$ cat src/rtl/trap_controller_if.sv
// Execute-stage to trap-sequencer bundle: instruction/event inputs, interrupt
// state from the CSR file, and the trap/return/gating outputs toward the CSR file.
interface trap_controller_if #(parameter int XLEN = 32);
    logic            clk_en_i;
    logic            exs_en_i;
    logic            ex_valid_i;
    logic [XLEN-1:0] ex_pc_i;
    logic [7:0]      ex_excp_i;
    logic            ex_is_store_i;
    logic            ex_mret_i;
    logic            ex_sret_i;
    logic            ex_uret_i;
    logic            ex_wfi_i;
    logic            ex_csr_wr_i;
    logic [1:0]      mode_i;
    logic            mstatus_mie_i;
    logic [2:0]      mie_i;
    logic            irq_sw_i;
    logic            irq_timer_i;
    logic            irq_ext_i;
    logic            jump_to_trap_o;
    logic [XLEN-1:0] excp_cause_o;
    logic [XLEN-1:0] excp_pc_o;
    logic            trap_rtn_o;
    logic [1:0]      trap_rtn_mode_o;
    logic            csr_wr_en_o;
    logic            stall_o;
    logic            flush_o;

    modport master (
        output clk_en_i, exs_en_i, ex_valid_i, ex_pc_i, ex_excp_i, ex_is_store_i,
               ex_mret_i, ex_sret_i, ex_uret_i, ex_wfi_i, ex_csr_wr_i, mode_i,
               mstatus_mie_i, mie_i, irq_sw_i, irq_timer_i, irq_ext_i,
        input  jump_to_trap_o, excp_cause_o, excp_pc_o, trap_rtn_o, trap_rtn_mode_o,
               csr_wr_en_o, stall_o, flush_o
    );

    modport slave (
        input  clk_en_i, exs_en_i, ex_valid_i, ex_pc_i, ex_excp_i, ex_is_store_i,
               ex_mret_i, ex_sret_i, ex_uret_i, ex_wfi_i, ex_csr_wr_i, mode_i,
               mstatus_mie_i, mie_i, irq_sw_i, irq_timer_i, irq_ext_i,
        output jump_to_trap_o, excp_cause_o, excp_pc_o, trap_rtn_o, trap_rtn_mode_o,
               csr_wr_en_o, stall_o, flush_o
    );
endinterface

$ cat src/rtl/trap_controller.sv
// Execute-stage trap sequencer: prioritises interrupts/exceptions/returns/WFI and
// drives the one-cycle trap and return strobes, stall/flush and CSR write gating.
module trap_controller #(
    parameter int XLEN         = 32,
    parameter int FLUSH_CYCLES = 2
) (
    input logic               clk_i,
    input logic               reset_i,
    trap_controller_if.slave  bus
);
    typedef enum logic [2:0] {S_RUN, S_TRAP, S_RTN, S_FLUSH, S_WFI} state_e;

    state_e          state_q, state_d;
    logic [2:0]      irq_q;
    logic [2:0]      flush_cnt_q, flush_cnt_d;
    logic [XLEN-1:0] cause_q, cause_d;
    logic [XLEN-1:0] epc_q, epc_d;
    logic [XLEN-1:0] wfi_epc_q, wfi_epc_d;
    logic [1:0]      rtn_mode_q, rtn_mode_d;
    logic [2:0]      irq_en;
    logic            irq_pend, irq_take, ex_go;

    // ext > sw > timer among the enabled pending sources
    function automatic logic [XLEN-1:0] irq_cause(input logic [2:0] pend);
        logic [XLEN-1:0] c;
        c = '0;
        c[XLEN-1] = 1'b1;
        if (pend[2])      c[3:0] = 4'd11;
        else if (pend[0]) c[3:0] = 4'd3;
        else              c[3:0] = 4'd7;
        return c;
    endfunction

    function automatic logic [XLEN-1:0] excp_cause(input logic [7:0] excp,
                                                   input logic is_store,
                                                   input logic [1:0] mode);
        logic [XLEN-1:0] c;
        c = '0;
        if (excp[1])      c[3:0] = 4'd1;
        else if (excp[0]) c[3:0] = 4'd0;
        else if (excp[2]) c[3:0] = 4'd2;
        else if (excp[3]) c[3:0] = 4'd3;
        else if (excp[4]) c[3:0] = 4'd8 + {2'b00, mode};
        else if (excp[5]) c[3:0] = 4'd4;
        else if (excp[6]) c[3:0] = 4'd6;
        else              c[3:0] = is_store ? 4'd7 : 4'd5;
        return c;
    endfunction

    assign irq_en   = irq_q & bus.mie_i;
    assign irq_pend = |irq_en;
    assign irq_take = irq_pend & ((bus.mode_i != 2'd3) | bus.mstatus_mie_i);
    assign ex_go    = bus.exs_en_i & bus.ex_valid_i;

    always_comb begin
        state_d     = state_q;
        flush_cnt_d = flush_cnt_q;
        cause_d     = cause_q;
        epc_d       = epc_q;
        wfi_epc_d   = wfi_epc_q;
        rtn_mode_d  = rtn_mode_q;
        case (state_q)
            S_RUN: begin
                if (ex_go) begin
                    if (irq_take) begin
                        state_d = S_TRAP;
                        cause_d = irq_cause(irq_en);
                        epc_d   = bus.ex_pc_i;
                    end else if (|bus.ex_excp_i) begin
                        state_d = S_TRAP;
                        cause_d = excp_cause(bus.ex_excp_i, bus.ex_is_store_i, bus.mode_i);
                        epc_d   = bus.ex_pc_i;
                    end else if (bus.ex_mret_i | bus.ex_sret_i | bus.ex_uret_i) begin
                        state_d    = S_RTN;
                        rtn_mode_d = bus.ex_mret_i ? 2'd3 : (bus.ex_sret_i ? 2'd1 : 2'd0);
                    end else if (bus.ex_wfi_i) begin
                        state_d   = S_WFI;
                        wfi_epc_d = bus.ex_pc_i + XLEN'(4);
                    end
                end
            end
            S_TRAP, S_RTN: begin
                state_d     = S_FLUSH;
                flush_cnt_d = 3'(FLUSH_CYCLES - 1);
            end
            S_FLUSH: begin
                if (flush_cnt_q == 3'd0) state_d = S_RUN;
                else                     flush_cnt_d = flush_cnt_q - 3'd1;
            end
            S_WFI: begin
                // A pending-but-globally-masked interrupt wakes the core without trapping
                if (irq_take) begin
                    state_d = S_TRAP;
                    cause_d = irq_cause(irq_en);
                    epc_d   = wfi_epc_q;
                end else if (irq_pend) begin
                    state_d = S_RUN;
                end
            end
            default: state_d = S_RUN;
        endcase
    end

    always_ff @(posedge clk_i) begin
        if (reset_i) begin
            state_q     <= S_RUN;
            irq_q       <= 3'b000;
            flush_cnt_q <= 3'd0;
            cause_q     <= '0;
            epc_q       <= '0;
            wfi_epc_q   <= '0;
            rtn_mode_q  <= 2'd0;
        end else if (bus.clk_en_i) begin
            state_q     <= state_d;
            irq_q       <= {bus.irq_ext_i, bus.irq_timer_i, bus.irq_sw_i};
            flush_cnt_q <= flush_cnt_d;
            cause_q     <= cause_d;
            epc_q       <= epc_d;
            wfi_epc_q   <= wfi_epc_d;
            rtn_mode_q  <= rtn_mode_d;
        end
    end

    assign bus.jump_to_trap_o  = (state_q == S_TRAP);
    assign bus.trap_rtn_o      = (state_q == S_RTN);
    assign bus.flush_o         = (state_q == S_FLUSH);
    assign bus.stall_o         = (state_q != S_RUN);
    assign bus.excp_cause_o    = cause_q;
    assign bus.excp_pc_o       = epc_q;
    assign bus.trap_rtn_mode_o = rtn_mode_q;
    assign bus.csr_wr_en_o     = ex_go & bus.ex_csr_wr_i & (state_q == S_RUN)
                               & ~irq_take & ~(|bus.ex_excp_i);
endmodule

$ cat src/flat_wrapper.sv
// flat-port wrapper written by rule: the top's interface ports become plain ports
module trap_controller_flat 
#(
    parameter int XLEN         = 32,
    parameter int FLUSH_CYCLES = 2
)
  (clk_i, reset_i, bus_clk_en_i, bus_exs_en_i, bus_ex_valid_i, bus_ex_pc_i, bus_ex_excp_i, bus_ex_is_store_i, bus_ex_mret_i, bus_ex_sret_i, bus_ex_uret_i, bus_ex_wfi_i, bus_ex_csr_wr_i, bus_mode_i, bus_mstatus_mie_i, bus_mie_i, bus_irq_sw_i, bus_irq_timer_i, bus_irq_ext_i, bus_jump_to_trap_o, bus_excp_cause_o, bus_excp_pc_o, bus_trap_rtn_o, bus_trap_rtn_mode_o, bus_csr_wr_en_o, bus_stall_o, bus_flush_o);
  trap_controller_if #(.XLEN(XLEN)) bus_i ();
  input logic clk_i;
  input logic reset_i;
  input wire logic [$bits(bus_i.clk_en_i)-1:0] bus_clk_en_i;
  input wire logic [$bits(bus_i.exs_en_i)-1:0] bus_exs_en_i;
  input wire logic [$bits(bus_i.ex_valid_i)-1:0] bus_ex_valid_i;
  input wire logic [$bits(bus_i.ex_pc_i)-1:0] bus_ex_pc_i;
  input wire logic [$bits(bus_i.ex_excp_i)-1:0] bus_ex_excp_i;
  input wire logic [$bits(bus_i.ex_is_store_i)-1:0] bus_ex_is_store_i;
  input wire logic [$bits(bus_i.ex_mret_i)-1:0] bus_ex_mret_i;
  input wire logic [$bits(bus_i.ex_sret_i)-1:0] bus_ex_sret_i;
  input wire logic [$bits(bus_i.ex_uret_i)-1:0] bus_ex_uret_i;
  input wire logic [$bits(bus_i.ex_wfi_i)-1:0] bus_ex_wfi_i;
  input wire logic [$bits(bus_i.ex_csr_wr_i)-1:0] bus_ex_csr_wr_i;
  input wire logic [$bits(bus_i.mode_i)-1:0] bus_mode_i;
  input wire logic [$bits(bus_i.mstatus_mie_i)-1:0] bus_mstatus_mie_i;
  input wire logic [$bits(bus_i.mie_i)-1:0] bus_mie_i;
  input wire logic [$bits(bus_i.irq_sw_i)-1:0] bus_irq_sw_i;
  input wire logic [$bits(bus_i.irq_timer_i)-1:0] bus_irq_timer_i;
  input wire logic [$bits(bus_i.irq_ext_i)-1:0] bus_irq_ext_i;
  output wire logic [$bits(bus_i.jump_to_trap_o)-1:0] bus_jump_to_trap_o;
  output wire logic [$bits(bus_i.excp_cause_o)-1:0] bus_excp_cause_o;
  output wire logic [$bits(bus_i.excp_pc_o)-1:0] bus_excp_pc_o;
  output wire logic [$bits(bus_i.trap_rtn_o)-1:0] bus_trap_rtn_o;
  output wire logic [$bits(bus_i.trap_rtn_mode_o)-1:0] bus_trap_rtn_mode_o;
  output wire logic [$bits(bus_i.csr_wr_en_o)-1:0] bus_csr_wr_en_o;
  output wire logic [$bits(bus_i.stall_o)-1:0] bus_stall_o;
  output wire logic [$bits(bus_i.flush_o)-1:0] bus_flush_o;
  assign bus_i.clk_en_i = bus_clk_en_i;
  assign bus_i.exs_en_i = bus_exs_en_i;
  assign bus_i.ex_valid_i = bus_ex_valid_i;
  assign bus_i.ex_pc_i = bus_ex_pc_i;
  assign bus_i.ex_excp_i = bus_ex_excp_i;
  assign bus_i.ex_is_store_i = bus_ex_is_store_i;
  assign bus_i.ex_mret_i = bus_ex_mret_i;
  assign bus_i.ex_sret_i = bus_ex_sret_i;
  assign bus_i.ex_uret_i = bus_ex_uret_i;
  assign bus_i.ex_wfi_i = bus_ex_wfi_i;
  assign bus_i.ex_csr_wr_i = bus_ex_csr_wr_i;
  assign bus_i.mode_i = bus_mode_i;
  assign bus_i.mstatus_mie_i = bus_mstatus_mie_i;
  assign bus_i.mie_i = bus_mie_i;
  assign bus_i.irq_sw_i = bus_irq_sw_i;
  assign bus_i.irq_timer_i = bus_irq_timer_i;
  assign bus_i.irq_ext_i = bus_irq_ext_i;
  assign bus_jump_to_trap_o = bus_i.jump_to_trap_o;
  assign bus_excp_cause_o = bus_i.excp_cause_o;
  assign bus_excp_pc_o = bus_i.excp_pc_o;
  assign bus_trap_rtn_o = bus_i.trap_rtn_o;
  assign bus_trap_rtn_mode_o = bus_i.trap_rtn_mode_o;
  assign bus_csr_wr_en_o = bus_i.csr_wr_en_o;
  assign bus_stall_o = bus_i.stall_o;
  assign bus_flush_o = bus_i.flush_o;
  trap_controller #(.XLEN(XLEN), .FLUSH_CYCLES(FLUSH_CYCLES)) u_core (.clk_i(clk_i), .reset_i(reset_i), .bus(bus_i));
endmodule
$ cat config.mk
export PLATFORM = sky130hd
export DESIGN_NAME = trap_controller_flat
export DESIGN_NICKNAME = d
export VERILOG_FILES = /design/src/rtl/trap_controller_if.sv /design/src/rtl/trap_controller.sv /design/src/flat_wrapper.sv
export SDC_FILE = /design/constraint.sdc
export NUM_CORES = 1
export LEC_CHECK = 0
export CORE_MARGIN = 1.5
export CORE_UTILIZATION = 50
export DETAILED_ROUTE_END_ITERATION = 6
export HOLD_SLACK_MARGIN = 0.1
export PLACE_DENSITY = 0.9
export SETUP_SLACK_MARGIN = 0.02
export SLEW_MARGIN = 20
export SYNTH_ARGS = -nofsm -noshare
export SYNTH_HDL_FRONTEND = slang
export SYNTH_SLANG_ARGS = --single-unit
$ cat constraint.sdc
create_clock -name clk_i -period 3.92 [get_ports clk_i]
set_input_delay 0.392 -clock clk_i [delete_from_list [all_inputs] [get_ports clk_i]]
set_output_delay 0.392 -clock clk_i [all_outputs]
set_load 0.02 [all_outputs]
== After elaboration in Yosys (flattened, before gate mapping) ==
Cells that the tools add are included.
Operators by class
  add/subtract/negate cells: 3
  eq/ne operators: 12
  muxes and demuxes: 33
  bitwise operators: 13
  reduce and logical (&&, ||, !) cells: 13
Operator list (number)
  $mux W32: 8
  $pmux W32 S2: 2
  $add A32 B3 Y32 const B: 1
  $mux W4: 8
  $mux W3: 10
  $pmux W3 S4: 1
  $reduce_and A5 Y1: 2
  $reduce_or A8 Y1: 1
  $reduce_and A7 Y1: 1
  $and A1 B1 Y1: 6
  $eq A3 B2 Y1 const B: 2
  $logic_not A3 Y1: 2
  $ne A2 B1 Y1 const B: 3
  $pmux W3 S2: 1
  $reduce_and A6 Y1: 1
  $ne A5 B3 Y1 const B: 1
  $add A4 B2 Y4 const A: 1
  $mux W2: 2
  $ne A2 B2 Y1 const B: 2
  $reduce_bool A2 Y1: 2
  $and A3 B3 Y3: 1
  $eq A3 B1 Y1 const B: 1
  $eq A3 B3 Y1 const B: 1
  $ne A3 B1 Y1 const B: 1
  9 further kinds: 13
Word-level totals
  register bits after elaboration: 107
  bits of input ports: 60
  output and inout bits: 71
  word-level logic and storage cells: 81

== Logic depth before layout (Yosys ltp) ==
Gate-level depths: netlist (run 1).
  depth in word-level cells: 12
  depth in mapped cells: 9
  mapped depth without buffers: 7

== Least setup slack after synthesis (run 1) ==
OpenSTA, ideal clock, no wires.
  path kind: flip-flop to flip-flop
  start point: reg u_core.state_q[0]
  end point: reg u_core.wfi_epc_q[13]
  library setup time: 0.128 ns
  data arrival time: 1.995 ns
  required time: 3.792 ns
  slack: 1.798 ns
  stages on the path, launching flop included: 10
  buffers on the path: 4
  period minus slack after synthesis: 2.122 ns
  cells stage by stage: dfxtp_1 buf_2 or3_1 buf_2 or2_1 nor4b_4 buf_6 buf_8 mux2i_1 nor2_1
On the way
  longest elaborated chain between the ends: 2
RTL lines
  start, declared: RTL line trap_controller.sv:13  | state_e state_q, state_d;
  start signal, assigned: RTL line trap_controller.sv:114  | state_q <= state_d;
  $logic_not A3 Y1: RTL line trap_controller.sv:62  | case (state_q)
  $reduce_and A7 Y1 (no line)
  end signal, assigned: RTL line trap_controller.sv:119  | wfi_epc_q <= wfi_epc_d;
  end, declared: RTL line trap_controller.sv:18  | logic [XLEN-1:0] wfi_epc_q, wfi_epc_d;
No other way between the ends.
A chain may end at the register's enable or synchronous reset.

== Final worst setup path (run 1) ==
  start point: in bus_ex_excp_i[4]
  end point: out bus_csr_wr_en_o
On the way
  longest elaborated chain between the ends: 3
RTL lines
  start, declared: RTL line flat_wrapper.sv:15  | input wire logic [$bits(bus_i.ex_excp_i)-1:0] bus_ex_excp_i;
  $reduce_or A8 Y1: RTL line trap_controller.sv:132  | & ~irq_take & ~(|bus.ex_excp_i);
  $not A1 Y1 (no line)
  $and A1 B1 Y1: RTL line trap_controller.sv:132
  end, declared: RTL line flat_wrapper.sv:33  | output wire logic [$bits(bus_i.csr_wr_en_o)-1:0] bus_csr_wr_en_o;
No other way between the ends.

==> results of run 1 <==
## cells in the final DEF, fill, tap and decap left out, drive strengths merged, types with 3 or more instances in the layout
| cell type | netlist | layout |
|---|---|---|
| and4 | 7 | 7 |
| clkbuf | 21 | 11 |
| xnor2 | 23 | 23 |
| xor2 | 6 | 6 |
| a211oi | 53 | 53 |
| nand3b | 4 | 4 |
| nand3 | 14 | 14 |
| clkdlybuf4s50 | 0 | 102 |
| ha | 3 | 3 |
| nor3 | 15 | 15 |
| inv | 7 | 8 |
| dfxtp | 80 | 80 |
| conb | 1 | 27 |
| mux2i | 47 | 47 |
| and2 | 3 | 3 |
| o21ai | 4 | 4 |
| nand2b | 4 | 4 |
| a21oi | 15 | 15 |
| nor2 | 87 | 87 |
| nor3b | 3 | 3 |
| buf | 41 | 6 |
| nand2 | 17 | 17 |
| nand4 | 8 | 8 |
| nor4 | 8 | 8 |
## stage by stage
| stage | worst slack, ns | hold WS [ns] |
|---|---|---|
| after global placement | 0.7503 | 0.4584 |
| after CTS | 0.5742 | 0.4829 |
| after global routing | 0.3452 | 0.5054 |
| final | 0.5453 | 0.4851 |
| after detailed placement | 0.5782 | 0.4685 |
| after floorplan | 1.798 | 0.4451 |
## kinds of logic (layout without fill, tap and decap cells)
kind of cell,count (synthesis),after routing
buffers and inverters,69,130
xor gates and xnor gates,29,29
adders and majority gates,3,3
DFF,80,80
and+or+nand+nor,180,180
AOI/OAI and AO/OA,88,88
other,1,27
muxes,48,48
## per-layer routing
metal  vias up  track usage
li1       1883            -
met4         0      0.09926
met2       144       0.4090
met5         -            0
met3        23      0.03987
met1      1773       0.2845
## worst min path at each step
| stage | startpoint | end | slack (ns) |
|---|---|---|---|
| after CTS | u_core.bus.excp_cause_o[31] | u_core.bus.excp_cause_o[31] | 0.48 |
| after global placement | u_core.bus.excp_cause_o[31] | u_core.bus.excp_cause_o[31] | 0.46 |
| final | u_core.bus.excp_cause_o[31] | u_core.bus.excp_cause_o[31] | 0.49 |
| after floorplan | u_core.wfi_epc_q[16] | u_core.wfi_epc_q[16] | 0.45 |
| after global routing | u_core.bus.excp_cause_o[1] | u_core.bus.excp_cause_o[1] | 0.51 |
| after detailed placement | u_core.bus.trap_rtn_mode_o[1] | u_core.bus.trap_rtn_mode_o[1] | 0.47 |
## state kept, by name, summed over array words and instances, names as in the netlist
register and flops:
u_core.bus.trap_rtn_mode_o 2, u_core.bus.excp_cause_o 5, u_core.flush_cnt_q 3, u_core.wfi_epc_q 32, u_core.state_q 3, u_core.irq_q 3
u_core.bus.excp_pc_o 32
## layout make-up
class / count / area (um2) / area share
Multi-Input combinational cell: 375 / 2399 / 0.4435
Sequential cell: 80 / 1602 / 0.2962
Timing Repair Buffer: 108 / 1064 / 0.1967
Clock buffer: 11 / 131.4 / 0.02429
Tap cell: 105 / 131.4 / 0.02429
Clock inverter: 4 / 55.05 / 0.01018
Inverter: 7 / 26.28 / 0.004859
## Yosys cell counts, types with 2 or more instances
master    number  area (um2)
nor2_1        87       326.6
dfxtp_1       80        1602
a211oi_1      52       390.4
mux2i_1       47       470.5
buf_4         27       202.7
xnor2_1       23       201.4
clkbuf_1      21       78.83
nand2_1       17       63.81
a21oi_1       15       75.07
nor3_1        15       75.07
nand3_1       14       70.07
buf_2          8       40.04
nand4_1        8       50.05
and4_1         7       61.31
inv_1          7       26.28
nor4_1         7       43.79
xor2_1         6       52.55
buf_1          4       15.01
nand2b_1       4       25.02
nand3b_1       4       30.03
o21ai_0        4       20.02
and2_1         3       18.77
ha_1           3       37.54
nor3b_1        3       22.52
a22oi_1        2       15.01
a311oi_1       2       17.52
and3b_1        2       17.52
nor2b_1        2       12.51
o21a_1         2       15.01
o311a_1        2       20.02
## worst max-delay path: stages
cell             delay [ns]
clkdlybuf4s50_1        0.53
nor4_1                 0.63
nand2_1                0.28
nor3_1                 0.31
and4_1                 0.24
clkdlybuf4s50_1        0.60
## report_power, final
group | total, W | switching (W) | internal, W | leakage, nW
Clock | 0.000590 | 0.000295 | 0.000295 | 0.0900
Combinational | 0.000471 | 0.000256 | 0.000215 | 1.04
Sequential | 0.000888 | 0.0000324 | 0.000856 | 0.649
Total | 0.00195 | 0.000584 | 0.00137 | 1.77
==> results.cfg, run 1 <==
[outcome]
status = completed

[placement]
globalplace.congestion = 0.9500
place_area_um2 = 5220
dp_hpwl_um = 7343
port_buffers = 103
dp.cells = 675

[synth]
synth_enable_flop_cells = 0
synth_xor_area_frac = 0.05924
synth_cell_types = 50
ys_warn_count = 0
synthMuxAreaShare = 0.1123
synth_seq_area_share = 0.3735
synth_top_family_by_area = simple AND/OR/NAND/NOR gates
synth_flop_cell = dfxtp_1
synth-adder-area-share = 0.008754
syn_avg_cell_area_um2 = 8.610
synth_compound_area_frac = 0.1477
ys_async_sr_fraction = 0
ys_ff_latch = 80
synth_area_um2 = 4288
synthesis.instances = 498
yosys.area_share.simple = 0.2069

[die]
die_height_um = 95.61
io_pins = 131
core_area_um2 = 8258
rows = 33
initial_core_util = 0.5192
fp.dieArea_um2 = 9140
die_width_um = 95.61

[critical_path]
r2r_start = u_core.state_q[2]
worstRegToRegCells = 6
crit_arrival_ns = 2.98
critPathCaptureType = primary output
r2r-end = u_core.wfi_epc_q[5]
required_ns = 3.53
cp_max_fo = 7
critPathCapture = bus_csr_wr_en_o
path_class = input pin to primary output
reg2reg_slack_ns = 1.44
start_kind = input pin
timing.critical_path.from = bus_ex_excp_i[4]

[cts]
cts.clk_slew.worst_paths_ns = 0.08
h-tree-depth = 3
cts_buffers = 9
cts_tree = yes
clk_latency_ns = 0.35
cts.path.max_buffers = 2
clock-root-buffer = clkbuf_8
cts.sinks = 80
post_cts_buffers = 0
hold_buffers = 0
cts_resized = 0

[min_path]
min_path_type = flop to flop
holdPathStages = 2

[sta]
setup_viol = 0
skew_ns = 0.01429
fmax_mhz = 296.3
drv_slew = 0
hold_viol = 0
grt_setup_unrepaired = false
worst_pin_slew_ns = 0.9261
slew_headroom = 0.3826
fin_crit_sh = 0.8609
setup_tns_ns = 0
period_needed_ns = 3.375

[routing]
routed-wl-met2_um = 5154
drt-wirelength-per-cell_um = 14.79
finalWirelength_um = 10210
vias = 3823
drt_iter0_drc = 172
dr_wl_met3_um = 532
viasPerCell = 5.541
first_pass_iters = 5
m1WireLength_um = 4283
top_layer_used = met4
postRouteAntennaNets = 0
drc = 0

[global_route]
grt_pass1_vias = 3667
grt_pass1_wl_um = 16860
track_usage = 0.2354
grt-ovfl-total = 0
antenna_found_initial = 0
grt_max_degree = 52

[cells_and_area]
fin_util = 0.6548
n_antenna_cell = 0
syn_to_final_growth_pct = 26.12
n_fill_cell = 665
final_cells = 690
layout.nets = 644
fin_area_um2 = 5408
drive_gt1_frac = 0.04615

[power]
power_density_nw_per_um2 = 360.6
p_total_w = 0.001950
p_leak_nw = 1.775
vdd_drop_max_mv = 0.2797

[job]
drv_cap = 0
Power figures use the tool's default switching activity.
==> run 2, diff against run 1 <==
CORE_MARGIN = not set   (was 1.5)
REMOVE_ABC_BUFFERS = 1   (was not set)
==> results.cfg, run 2 (synthesis results as in run 1) <==
[sta]
setup_tns_ns = 0
hold_viol = 0
layout_setup_ws_ns = 0.5492
grt_setup_unrepaired = false
hold_ws_ns = 0.4959
setup_viol = 0
fmax_mhz = 296.7
fin_crit_sh = 0.8599
period_needed_ns = 3.371
skew_ns = 0.006824
slew_headroom = 0.2855
worst_pin_slew_ns = 1.072
drv_slew = 0

[cts]
post_cts_buffers = 0
clock-root-buffer = clkbuf_8
cts_buffers = 9
cts.clk_slew.worst_paths_ns = 0.08
h-tree-depth = 3
cts_resized = 0
hold_buffers = 0
cts.path.max_buffers = 2
cts_tree = yes
clk_latency_ns = 0.35
cts.sinks = 80

[placement]
dp_hpwl_um = 7082
place_area_um2 = 5228
port_buffers = 103
globalplace.congestion = 0.9066
place_ws_ns = 0.6319

[critical_path]
critPathCaptureType = primary output
crit_arrival_ns = 2.98
cp_max_fo = 7
required_ns = 3.53
path_class = input pin to primary output
start_kind = input pin

[die]
die_height_um = 94.61
fp.dieArea_um2 = 8950
io_pins = 131
initial_core_util = 0.5192
rows = 33
core_area_um2 = 8258
die_width_um = 94.61

[cells_and_area]
syn_to_final_growth_pct = 26.29
fin_area_um2 = 5415
drive_gt1_frac = 0.04949
final_common_cell = clkdlybuf4s50_1
layout.nets = 645
final_cell_mix = 102 x clkdlybuf4s50_1, 87 x nor2_1, 80 x dfxtp_1, 52 x a211oi_1, 47 x mux2i_1
n_antenna_cell = 0

[min_path]
min_path_type = flop to flop

[routing]
drc = 0
finalWirelength_um = 9954
viasPerCell = 5.616
vias = 3881
drt_iter0_drc = 133
postRouteAntennaNets = 0
first_pass_iters = 4
drt-wirelength-per-cell_um = 14.41

[global_route]
track_usage = 0.2263
grt_pass1_wl_um = 16010
grt-ovfl-total = 0
antenna_found_initial = 0
grt_pass1_vias = 3517
grt_max_degree = 59

[power]
power_density_nw_per_um2 = 360.0
p_clk_frac = 0.305
vdd_drop_max_mv = 0.2004
p_switching_w = 0.0005730
switching_share = 0.2939
pwr-share-comb = 0.240
p_total_w = 0.001950
p_int_w = 0.001377
p_leak_nw = 1.789
seqPwrFrac = 0.455

[job]
drv_cap = 0

[outcome]
status = completed
## run 2: changes by cell type in the layout (fill, tap and decap cells not counted)
cell,change
clkinv_2,+3
buf_4,+1
clkbuf_1,-1
clkbuf_8,+1
clkinv_4,-1
clkinvlp_4,-1
inv_6,-1
## run 2: layout make-up
type | count | area [um2]
tap | 105 | 131.4
fill | 681 | 2843
timing repair buffer | 109 | 1071
inverter | 7 | 26.28
sequential | 80 | 1602
clock inverter | 4 | 45.04
multi-input combinational | 375 | 2399
clock buffer | 11 | 141.4
## run 2: path summary, 6_finish.rpt
check                        startpoint                     to  slack, ns  cells after the start
setup reg to reg      u_core.state_q[2]   u_core.wfi_epc_q[13]       1.62                      6
hold / removal    u_core.flush_cnt_q[1]  u_core.flush_cnt_q[1]       0.50                      2
setup / recovery       bus_ex_excp_i[4]        bus_csr_wr_en_o       0.55                      6
hold reg to reg   u_core.flush_cnt_q[1]  u_core.flush_cnt_q[1]       0.50                      2
## run 2: power by group through the flow
stage | Sequential, W | Combinational (W) | Clock, W
final | 0.000886 | 0.000469 | 0.000594
after global routing | 0.000893 | 0.000509 | 0.000642
after CTS | 0.000887 | 0.000469 | 0.000604
after detailed placement | 0.000905 | 0.000467 | 0
after global placement | 0.000903 | 0.000457 | 0
after floorplan | 0.000945 | 0.000208 | 0
## run 2: worst max-delay path, cell delays in order
cell             delay [ns]
clkdlybuf4s50_1        0.53
nor4_1                 0.59
nand2_1                0.28
nor3_1                 0.35
and4_1                 0.24
clkdlybuf4s50_1        0.60
## run 2: per-stage QoR
step                cells  utilization
floorplan             462            -
global placement      676       0.6330
detailed placement    676       0.6330
CTS                   691       0.6556
global route          691       0.6558
finish                691       0.6558
## run 2: routing by layer
layer	GRT usage	share of wire	wire, um
met1	0.2739	0.44	4390
met2	0.3867	0.48	4795
met3	0.03623	0.049	483
met4	0.1136	0.028	283
met5	0	0	0
